### src/rtl/hub75_pkg.sv
// hub75_pkg: shared types, field offsets and helpers for the HUB75 scan driver
package hub75_pkg;
    typedef enum logic [1:0] {IDLE, SHIFT, LATCH, DISPLAY} state_t;
    typedef enum logic [1:0] {P0, P1, P2, P3} phase_t;
    localparam int R_LSB = 16;
    localparam int G_LSB = 8;
    localparam int B_LSB = 0;
    localparam int HALF_BIT = 11;
    localparam int ROW_LSB = 6;
    function automatic logic [HALF_BIT:0] pix_addr(
        input logic half,
        input logic [HALF_BIT-ROW_LSB-1:0] row,
        input logic [ROW_LSB-1:0] col
    );
        return {half, row, col};
    endfunction
    function automatic logic [2:0] rgb_bits(input logic [23:0] pix, input logic [4:0] idx);
        return {pix[idx + 5'(R_LSB)], pix[idx + 5'(G_LSB)], pix[idx + 5'(B_LSB)]};
    endfunction
endpackage

### src/rtl/hub75_bcm_timer.sv
// hub75_bcm_timer: load-and-count-down display timer, done marks the last display cycle
module hub75_bcm_timer #(
    parameter int W = 7
)(
    input  logic         clk,
    input  logic         rst_n,
    input  logic         load,
    input  logic [W-1:0] ticks,
    output logic         done
);
    logic [W-1:0] cnt;
    always_ff @(posedge clk or negedge rst_n) begin
        if (!rst_n)
            cnt <= '0;
        else if (load)
            cnt <= ticks;
        else if (cnt != '0)
            cnt <= cnt - 1'b1;
    end
    assign done = cnt == W'(1);
endmodule

### src/rtl/hub75_scan_driver.sv
// hub75_scan_driver: 1/32-scan HUB75 driver with BCM brightness; HUB75_BLANK_GUARD_EN adds 2 blank cycles around latch
module hub75_scan_driver
    import hub75_pkg::*;
#(
    parameter int COLS       = 64,
    parameter int HALF_ROWS  = 32,
    parameter int PWM_BITS   = 4,
    parameter int BASE_TICKS = 8
)(
    input  logic        clk,
    input  logic        rst_n,
    input  logic        enable,
    input  logic [23:0] pixel_data,
    output logic [11:0] pixel_addr,
    output logic        r1,
    output logic        g1,
    output logic        b1,
    output logic        r2,
    output logic        g2,
    output logic        b2,
    output logic        panel_clk,
    output logic        latch,
    output logic        oe_n,
    output logic [4:0]  row_addr,
    output logic        frame_start
);
    localparam int TW = $clog2(BASE_TICKS << (PWM_BITS - 1)) + 1;
    localparam logic [5:0] LAST_COL = 6'(COLS - 1);
    localparam logic [4:0] LAST_ROW = 5'(HALF_ROWS - 1);
    localparam logic [2:0] LAST_PLANE = 3'(PWM_BITS - 1);

    state_t         state;
    phase_t         phase;
    logic [5:0]     col;
    logic [4:0]     row;
    logic [2:0]     plane;
    logic [2:0]     up;
    logic [4:0]     idx;
    logic [4:0]     next_row;
    logic           plane_last;
    logic           frame_end;
    logic           load;
    logic           done;
    logic [TW-1:0]  ticks;

    // Plane p shows the channel bit 8-PWM_BITS+p, i.e. the top PWM_BITS bits
    assign idx        = 5'(8 - PWM_BITS) + {2'b00, plane};
    assign plane_last = plane == LAST_PLANE;
    assign frame_end  = plane_last && row == LAST_ROW;
    assign next_row   = plane_last ? (frame_end ? 5'd0 : row + 5'd1) : row;
    assign ticks      = TW'(BASE_TICKS) << plane;

`ifdef HUB75_BLANK_GUARD_EN
    logic [2:0] gcnt;
    assign load = state == LATCH && gcnt == 3'd4;
`else
    assign load = state == LATCH;
`endif

    hub75_bcm_timer #(.W(TW)) u_timer (
        .clk   (clk),
        .rst_n (rst_n),
        .load  (load),
        .ticks (ticks),
        .done  (done)
    );

    always_ff @(posedge clk or negedge rst_n) begin
        if (!rst_n) begin
            state       <= IDLE;
            phase       <= P0;
            col         <= '0;
            row         <= '0;
            plane       <= '0;
            up          <= '0;
            pixel_addr  <= '0;
            {r1, g1, b1, r2, g2, b2} <= '0;
            panel_clk   <= 1'b0;
            latch       <= 1'b0;
            oe_n        <= 1'b1;
            row_addr    <= '0;
            frame_start <= 1'b0;
`ifdef HUB75_BLANK_GUARD_EN
            gcnt        <= '0;
`endif
        end else begin
            frame_start <= 1'b0;
            // Rising shift edge lands one cycle after data settles, for every column incl. the last
            panel_clk   <= state == SHIFT && phase == P3;
            case (state)
                IDLE: if (enable) begin
                    state       <= SHIFT;
                    phase       <= P0;
                    col         <= '0;
                    row         <= '0;
                    plane       <= '0;
                    pixel_addr  <= pix_addr(1'b0, 5'd0, 6'd0);
                    frame_start <= 1'b1;
                end
                SHIFT: begin
                    phase <= phase_t'(phase + 2'd1);
                    case (phase)
                        P0: begin
                            pixel_addr <= pix_addr(1'b1, row, col);
                            up         <= rgb_bits(pixel_data, idx);
                        end
                        P2: {r1, g1, b1, r2, g2, b2} <= {up, rgb_bits(pixel_data, idx)};
                        P3: if (col == LAST_COL) begin
                            state    <= LATCH;
`ifdef HUB75_BLANK_GUARD_EN
                            gcnt     <= '0;
`else
                            latch    <= 1'b1;
                            row_addr <= row;
`endif
                        end else begin
                            col        <= col + 6'd1;
                            pixel_addr <= pix_addr(1'b0, row, col + 6'd1);
                        end
                        default: ;
                    endcase
                end
`ifdef HUB75_BLANK_GUARD_EN
                // gcnt 0,1 pre-guard, 2 latch, 3,4 post-guard; row select moves after the strobe
                LATCH: begin
                    gcnt  <= gcnt + 3'd1;
                    latch <= gcnt == 3'd1;
                    if (gcnt == 3'd2)
                        row_addr <= row;
                    if (gcnt == 3'd4) begin
                        state <= DISPLAY;
                        oe_n  <= 1'b0;
                    end
                end
`else
                LATCH: begin
                    latch <= 1'b0;
                    state <= DISPLAY;
                    oe_n  <= 1'b0;
                end
`endif
                DISPLAY: if (done) begin
                    oe_n        <= 1'b1;
                    plane       <= plane_last ? 3'd0 : plane + 3'd1;
                    row         <= next_row;
                    col         <= '0;
                    phase       <= P0;
                    pixel_addr  <= pix_addr(1'b0, next_row, 6'd0);
                    state       <= frame_end && !enable ? IDLE : SHIFT;
                    frame_start <= frame_end && enable;
                end
            endcase
        end
    end
endmodule

### config.mk
export PLATFORM = sky130hd
export DESIGN_NAME = hub75_scan_driver
export DESIGN_NICKNAME = d
export VERILOG_FILES = /design/src/rtl/hub75_pkg.sv /design/src/rtl/hub75_bcm_timer.sv /design/src/rtl/hub75_scan_driver.sv
export SDC_FILE = /design/constraint.sdc
export NUM_CORES = 1
export LEC_CHECK = 0
export BUFFER_PORTS_ARGS = -buffer_cell sky130_fd_sc_hd__buf_4
export CELL_PAD_IN_SITES_DETAIL_PLACEMENT = 0
export CELL_PAD_IN_SITES_GLOBAL_PLACEMENT = 1
export CORE_MARGIN = 5
export CORE_UTILIZATION = 44
export DETAILED_ROUTE_END_ITERATION = 12
export PLACE_DENSITY = 0.83
export SLEW_MARGIN = 20
export SYNTH_ARGS = -nofsm -noshare
export SYNTH_HDL_FRONTEND = slang
export SYNTH_HIERARCHICAL = 1
export SYNTH_SLANG_ARGS = --single-unit
export TNS_END_PERCENT = 1
### constraint.sdc
create_clock -name clk -period 3.08 [get_ports clk]
set_input_delay 0.308 -clock clk [delete_from_list [all_inputs] [get_ports clk]]
set_output_delay 0.308 -clock clk [all_outputs]
set_load 0.005 [all_outputs]
Word-level counts from Yosys, hierarchy flattened --
Cells that the tools add are included. W data, S select, Z words.
Storage, ports and cells: register bits after elaboration 55, bits of input ports 27, output and inout bits 27, word-level logic and storage cells 114
Cells by class: $add $sub $neg 8, $lt $le $gt $ge 3, equality and inequality tests 16, shift-type cells 1, multiplexer cells 44, reduce and logical (&&, ||, !) cells 23
Operators by type and width (number):
- $mux W12 | 3
- $pmux W12 S3 | 1
- $mux W6 | 4
- $pmux W12 S2 | 1
- $mux W5 | 4
- $pmux W6 S3 | 1
- $bmux W1 S5 | 3
- $mux W7 | 2
- $lt A5 B6 Y1 const B | 2
- $mux W2 | 6
- $reduce_and A3 Y1 | 4
- $pmux W5 S2 | 1
- $reduce_and A5 Y1 | 2
- $mux W1 | 9
- $mux W3 | 3
- $eq A2 B2 Y1 const B | 4
- $pmux W2 S4 | 1
- $reduce_bool A2 Y1 | 4
- $eq A7 B1 Y1 const B | 1
- $reduce_bool A7 Y1 | 1
- $shl A4 B3 Y7 const A | 1
- $sub A7 B1 Y7 const B | 1
- $add A6 B1 Y6 const B | 1
- $eq A6 B6 Y1 const B | 1
- other kinds (23) | 34

Depth between registers and ports, before layout --
depth after elaboration 6, depth in mapped cells 8

Cells and area by module --
Netlist, hierarchy kept.
Modules (own cells, without submodules):
- hub75_scan_driver | times used 1, cells an instance 249, area each 2746.4 µm², seq. area each 1202.4 µm²
- hub75_bcm_timer | times used 1, cells an instance 51, area each 454.2 µm², seq. area each 175.2 µm²

Worst setup path before layout --
Ideal clock, no wire load.
path kind reg2reg, start point register u_timer.cnt[3], end point register col[0], arrival 2376 ps, data required time 3011 ps, slack 635 ps, stages on the path, launching flop included 9, cells stage by stage dfrtp_1 or4_1 clkbuf_2 nor3b_1 or2b_2 nand3_2 buf_2 or4_1 nand3_1
On the way: word-level cells in the longest chain between the ends 3
Ends and longest elaborated chain:
- from (decl) | RTL line hub75_bcm_timer.sv:11 | logic [W-1:0] cnt;
- from (signal assigned) | RTL line hub75_bcm_timer.sv:16 | cnt <= ticks;
- from (signal assigned) | RTL line hub75_bcm_timer.sv:18 | cnt <= cnt - 1'b1;
- $eq A7 B1 Y1 | RTL line hub75_bcm_timer.sv:20 | assign done = cnt == W'(1);
- net done | RTL line hub75_scan_driver.sv:43 | logic done;
- $ne A2 B2 Y1 (no line)
- $reduce_and A5 Y1 (no line)
- to (signal assigned) | RTL line hub75_scan_driver.sv:117 | col <= col + 6'd1;
- to (decl) | RTL line hub75_scan_driver.sv:34 | logic [5:0] col;
The timed path passes the listed nets, and every way through them passes these cells. A chain may end at the register's enable or synchronous reset.

Worst setup path after layout --
start point register u_timer.cnt[3], end point register pixel_addr[0]
On the way: word-level cells in the longest chain between the ends 3
Ends and longest elaborated chain:
- $eq A7 B1 Y1 | RTL line hub75_bcm_timer.sv:20
- net done | RTL line hub75_scan_driver.sv:43
- $ne A2 B2 Y1 (no line)
- $reduce_and A5 Y1 (no line)
- to (signal assigned) | RTL line hub75_scan_driver.sv:97 | pixel_addr <= pix_addr(1'b0, 5'd0, 6'd0);
- to (signal assigned) | RTL line hub75_scan_driver.sv:104 | pixel_addr <= pix_addr(1'b1, row, col);
- to (signal assigned) | RTL line hub75_scan_driver.sv:118 | pixel_addr <= pix_addr(1'b0, row, col + 6'd1);
- to (decl) | RTL line hub75_scan_driver.sv:14 | output logic [11:0] pixel_addr,
The timed path passes the listed nets, and every way through them passes these cells.

==> impl_metrics.env <==
export IMPL_status="completed"
export IMPL_synth_seq_cells=55
export IMPL_power_w=0.002790
export IMPL_synth_common_cells="dfrtp_1 (54), nand2_1 (25), ha_1 (18), mux2_2 (18), o21ai_0 (18)"
export IMPL_clock_root_buffer="clkbuf_8"
export IMPL_path_max_fanout=12
export IMPL_worstMarginPinSlew_ns=0.6883
export IMPL_fin_crit_sh=0.8844
export IMPL_synthMuxAreaShare=0.1173
export IMPL_fmax_mhz=367.1
export IMPL_ys_seq_area_frac=0.4304
export IMPL_syn_inst=300
export IMPL_synth_async_reset_ratio=1.000
export IMPL_die_y_um=95.29
export IMPL_gr_total_overflow=0
export IMPL_start_kind="flip-flop"
export IMPL_antenna_found_initial=0
export IMPL_ys_types=66
export IMPL_peakVddDrop_uv=296.9
export IMPL_met3_length_um=388
export IMPL_reg2regPathDepth=7
export IMPL_clkLatencyLatePin_ns=0.31
export IMPL_synth_top_family_by_area="simple AND/OR/NAND/NOR gates"
export IMPL_drt_wl_total_um=6715
export IMPL_synth_compound_area_frac=0.1544
export IMPL_post_cts_resized=0
export IMPL_powerDensity_nw_per_um2=754.0
export IMPL_first_global_vias=2403
export IMPL_cts_tree="yes"
export IMPL_cp_top_family="simple AND/OR/NAND/NOR gates"
export IMPL_gp_congestion=0.8484
export IMPL_yosysMostFrequentCell="dfrtp_1"
export IMPL_synth_top_area_frac=0.4222
export IMPL_arrival_ns=2.93
export IMPL_p_sw_w=0.001133
export IMPL_slowest_stage="or4_1"
export IMPL_areaGrowthSynthToFinish_pct=15.60
export IMPL_cp_num_buf_inv=1
export IMPL_synth_edf_count=0
export IMPL_met2_length_um=3171
export IMPL_die_w_um=95.29
export IMPL_crit_chain="or4_1 > nor3b_1 > buf_4 > or2b_2 > nand3_2 > a21oi_2 > mux2_2"
export IMPL_clk_path_buf_depth=2
export IMPL_start_util=0.4460
export IMPL_p_int_w=0.001657
export IMPL_hold_violations=0
export IMPL_fillers=669
export IMPL_end_kind="flip-flop"
export IMPL_io_pins=54
export IMPL_cap_violations=0
export IMPL_post_cts_setup_buffer_count=0
export IMPL_yosys_warnings=6
export IMPL_synth_xor_area_share=0.02189
export IMPL_grt_max_degree=56
export IMPL_p_clk_frac=0.144
export IMPL_hold_path_class="input pin to async pin"
export IMPL_hpwl_um=4918
export IMPL_finalNetCount=389
export IMPL_synth_fa_ha_area_frac=0.07037
export IMPL_h_tree_depth=2
export IMPL_vias=2427
export IMPL_final_setup_tns_ns=0
export IMPL_critPathMaxStageDelay_ns=0.66
export IMPL_clk_pin_slew_worst_paths_ns=0.10
export IMPL_setup_viol=0
export IMPL_routed_top_layer="met4"
export IMPL_row_count=31
export IMPL_ys_flop_type="dfrtp_1"
export IMPL_power_leakage_nw=1.685
export IMPL_yosysTopAreaCell="dfrtp_1"
export IMPL_synth_avg_cell_area_um2=10.67
export IMPL_path_depth=7
export IMPL_switching_share=0.4061
export IMPL_wire_per_inst_um=15.12
export IMPL_antenna_left=0
export IMPL_drt_iter0_markers=124
export IMPL_grtUsageTotal=0.1554
export IMPL_synth_area_leaders="dfrtp_1 (42%), ha_1 (7.0%), mux2_2 (6.3%)"
export IMPL_drive_above_1_share=0.2928
export IMPL_antenna_cells=0
export IMPL_rsz0062_at_grt="no"
export IMPL_drc=0
export IMPL_required_ns=3.29
export IMPL_seqPwrFrac=0.383
export IMPL_firstDrtPassIters=4
export IMPL_relSlewSlack=0.5412
export IMPL_layout_min_cycle_time_ns=2.724
export IMPL_combPwrFrac=0.473
export IMPL_slew_violations=0
export IMPL_port_buffers=49
export IMPL_synthesis_area_um2=3201
export IMPL_drt_met1_wl_um=3034
export IMPL_cts_sinks=55
export IMPL_dieArea_um2=9079
export IMPL_skew_ns=0.01144
export IMPL_core_um2=7176
export IMPL_avgViaCountPerCell=5.466
export IMPL_cts_made_buffers=5
export IMPL_synthSimpleGateAreaFrac=0.1568
export IMPL_crit_type="flip-flop to flip-flop"
export IMPL_postCtsHoldBufs=0
export IMPL_grt_pass1_wl_um=11270
-- cells by family (layout without fill, tap and decap cells) --
logic type / after synthesis / after routing
simple gates: 90 / 90
compound gates: 69 / 69
flops: 55 / 55
buf+inv: 30 / 73
mux: 29 / 29
fa+ha+maj: 18 / 18
xor+xnor: 8 / 8
other cells: 1 / 3
-- final timing paths --
path	start	end	slack, ns
setup / recovery	u_timer/cnt[3]$_DFFE_PN0P_	pixel_addr[0]$_DFFE_PN0P_	0.36
hold / removal	rst_n	plane[2]$_DFFE_PN0P_	0.03
setup reg to reg	u_timer/cnt[3]$_DFFE_PN0P_	pixel_addr[0]$_DFFE_PN0P_	0.36
hold reg to reg	up[0]$_DFFE_PN0P_	up[0]$_DFFE_PN0P_	0.49
max in group asynchronous	rst_n	pixel_addr[11]$_DFFE_PN0P_	2.59
min in group clk	enable	frame_start$_DFF_PN0_	0.29
-- placed cells by master (no fill, tap or decap), drive strengths merged, types with 4 or more instances in the layout --
master	Yosys	routed
a21oi	7	7
a22o	7	7
and2b	4	4
and3	4	4
buf	9	50
clkbuf	6	6
dfrtp	54	54
ha	18	18
inv	15	16
mux2	18	18
mux2i	6	6
mux4	5	5
nand2	25	25
nand3	11	11
nor2	12	12
nor2b	5	5
nor3	6	6
nor3b	5	5
o21ai	20	20
o2bb2ai	5	5
o31ai	5	5
xnor2	5	5
-- registers in the layout, indices dropped and copies added, names as in the netlist, 2 cells and up --
register / flops
pixel_addr: 12
u_timer/cnt: 7
col: 6
row: 5
row_addr: 5
plane: 3
up: 3
phase: 2
state: 2
-- stage by stage --
step	instances	utilization	area (um^2)	hold slack (ns)	worst slack (ns)
final	444	0.5156	3700	0.03076	0.3559
after global routing	444	0.5156	3700	0.09424	0.1506
after CTS	444	0.5156	3700	0.06935	0.3300
after detailed placement	436	0.5032	3611	0.4072	0.3572
after global placement	436	0.5032	3611	0.4074	0.3652
after floorplan	302	-	3208	0.01241	0.6349
-- routing by layer --
layer  vias to the layer above  GRT usage
met5                         -          0
met4                         0    0.05409
met3                        13    0.02999
met2                        55     0.2606
met1                      1180     0.2000
li1                       1179          -
-- cell type report --
| cell class | instances | area [um^2] | share of cell area |
|---|---|---|---|
| multi-input combinational | 217 | 1678 | 0.4535 |
| sequential | 55 | 1378 | 0.3723 |
| timing repair buffer | 50 | 375.4 | 0.1015 |
| tap | 99 | 123.9 | 0.03348 |
| clock buffer | 6 | 72.57 | 0.01961 |
| inverter | 15 | 56.30 | 0.01522 |
| clock inverter | 2 | 16.27 | 0.004396 |
-- power groups by stage --
stage / registers [W] / clock network (W) / logic (W)
2_1_floorplan: 0.00103 / 0 / 0.00102
3_3_place_gp: 0.00108 / 0 / 0.00130
3_5_place_dp: 0.00109 / 0 / 0.00133
4_1_cts: 0.00107 / 0.000417 / 0.00133
5_1_grt: 0.00110 / 0.000444 / 0.00148
6_report: 0.00107 / 0.000401 / 0.00132
Power figures use the tool's default switching activity.
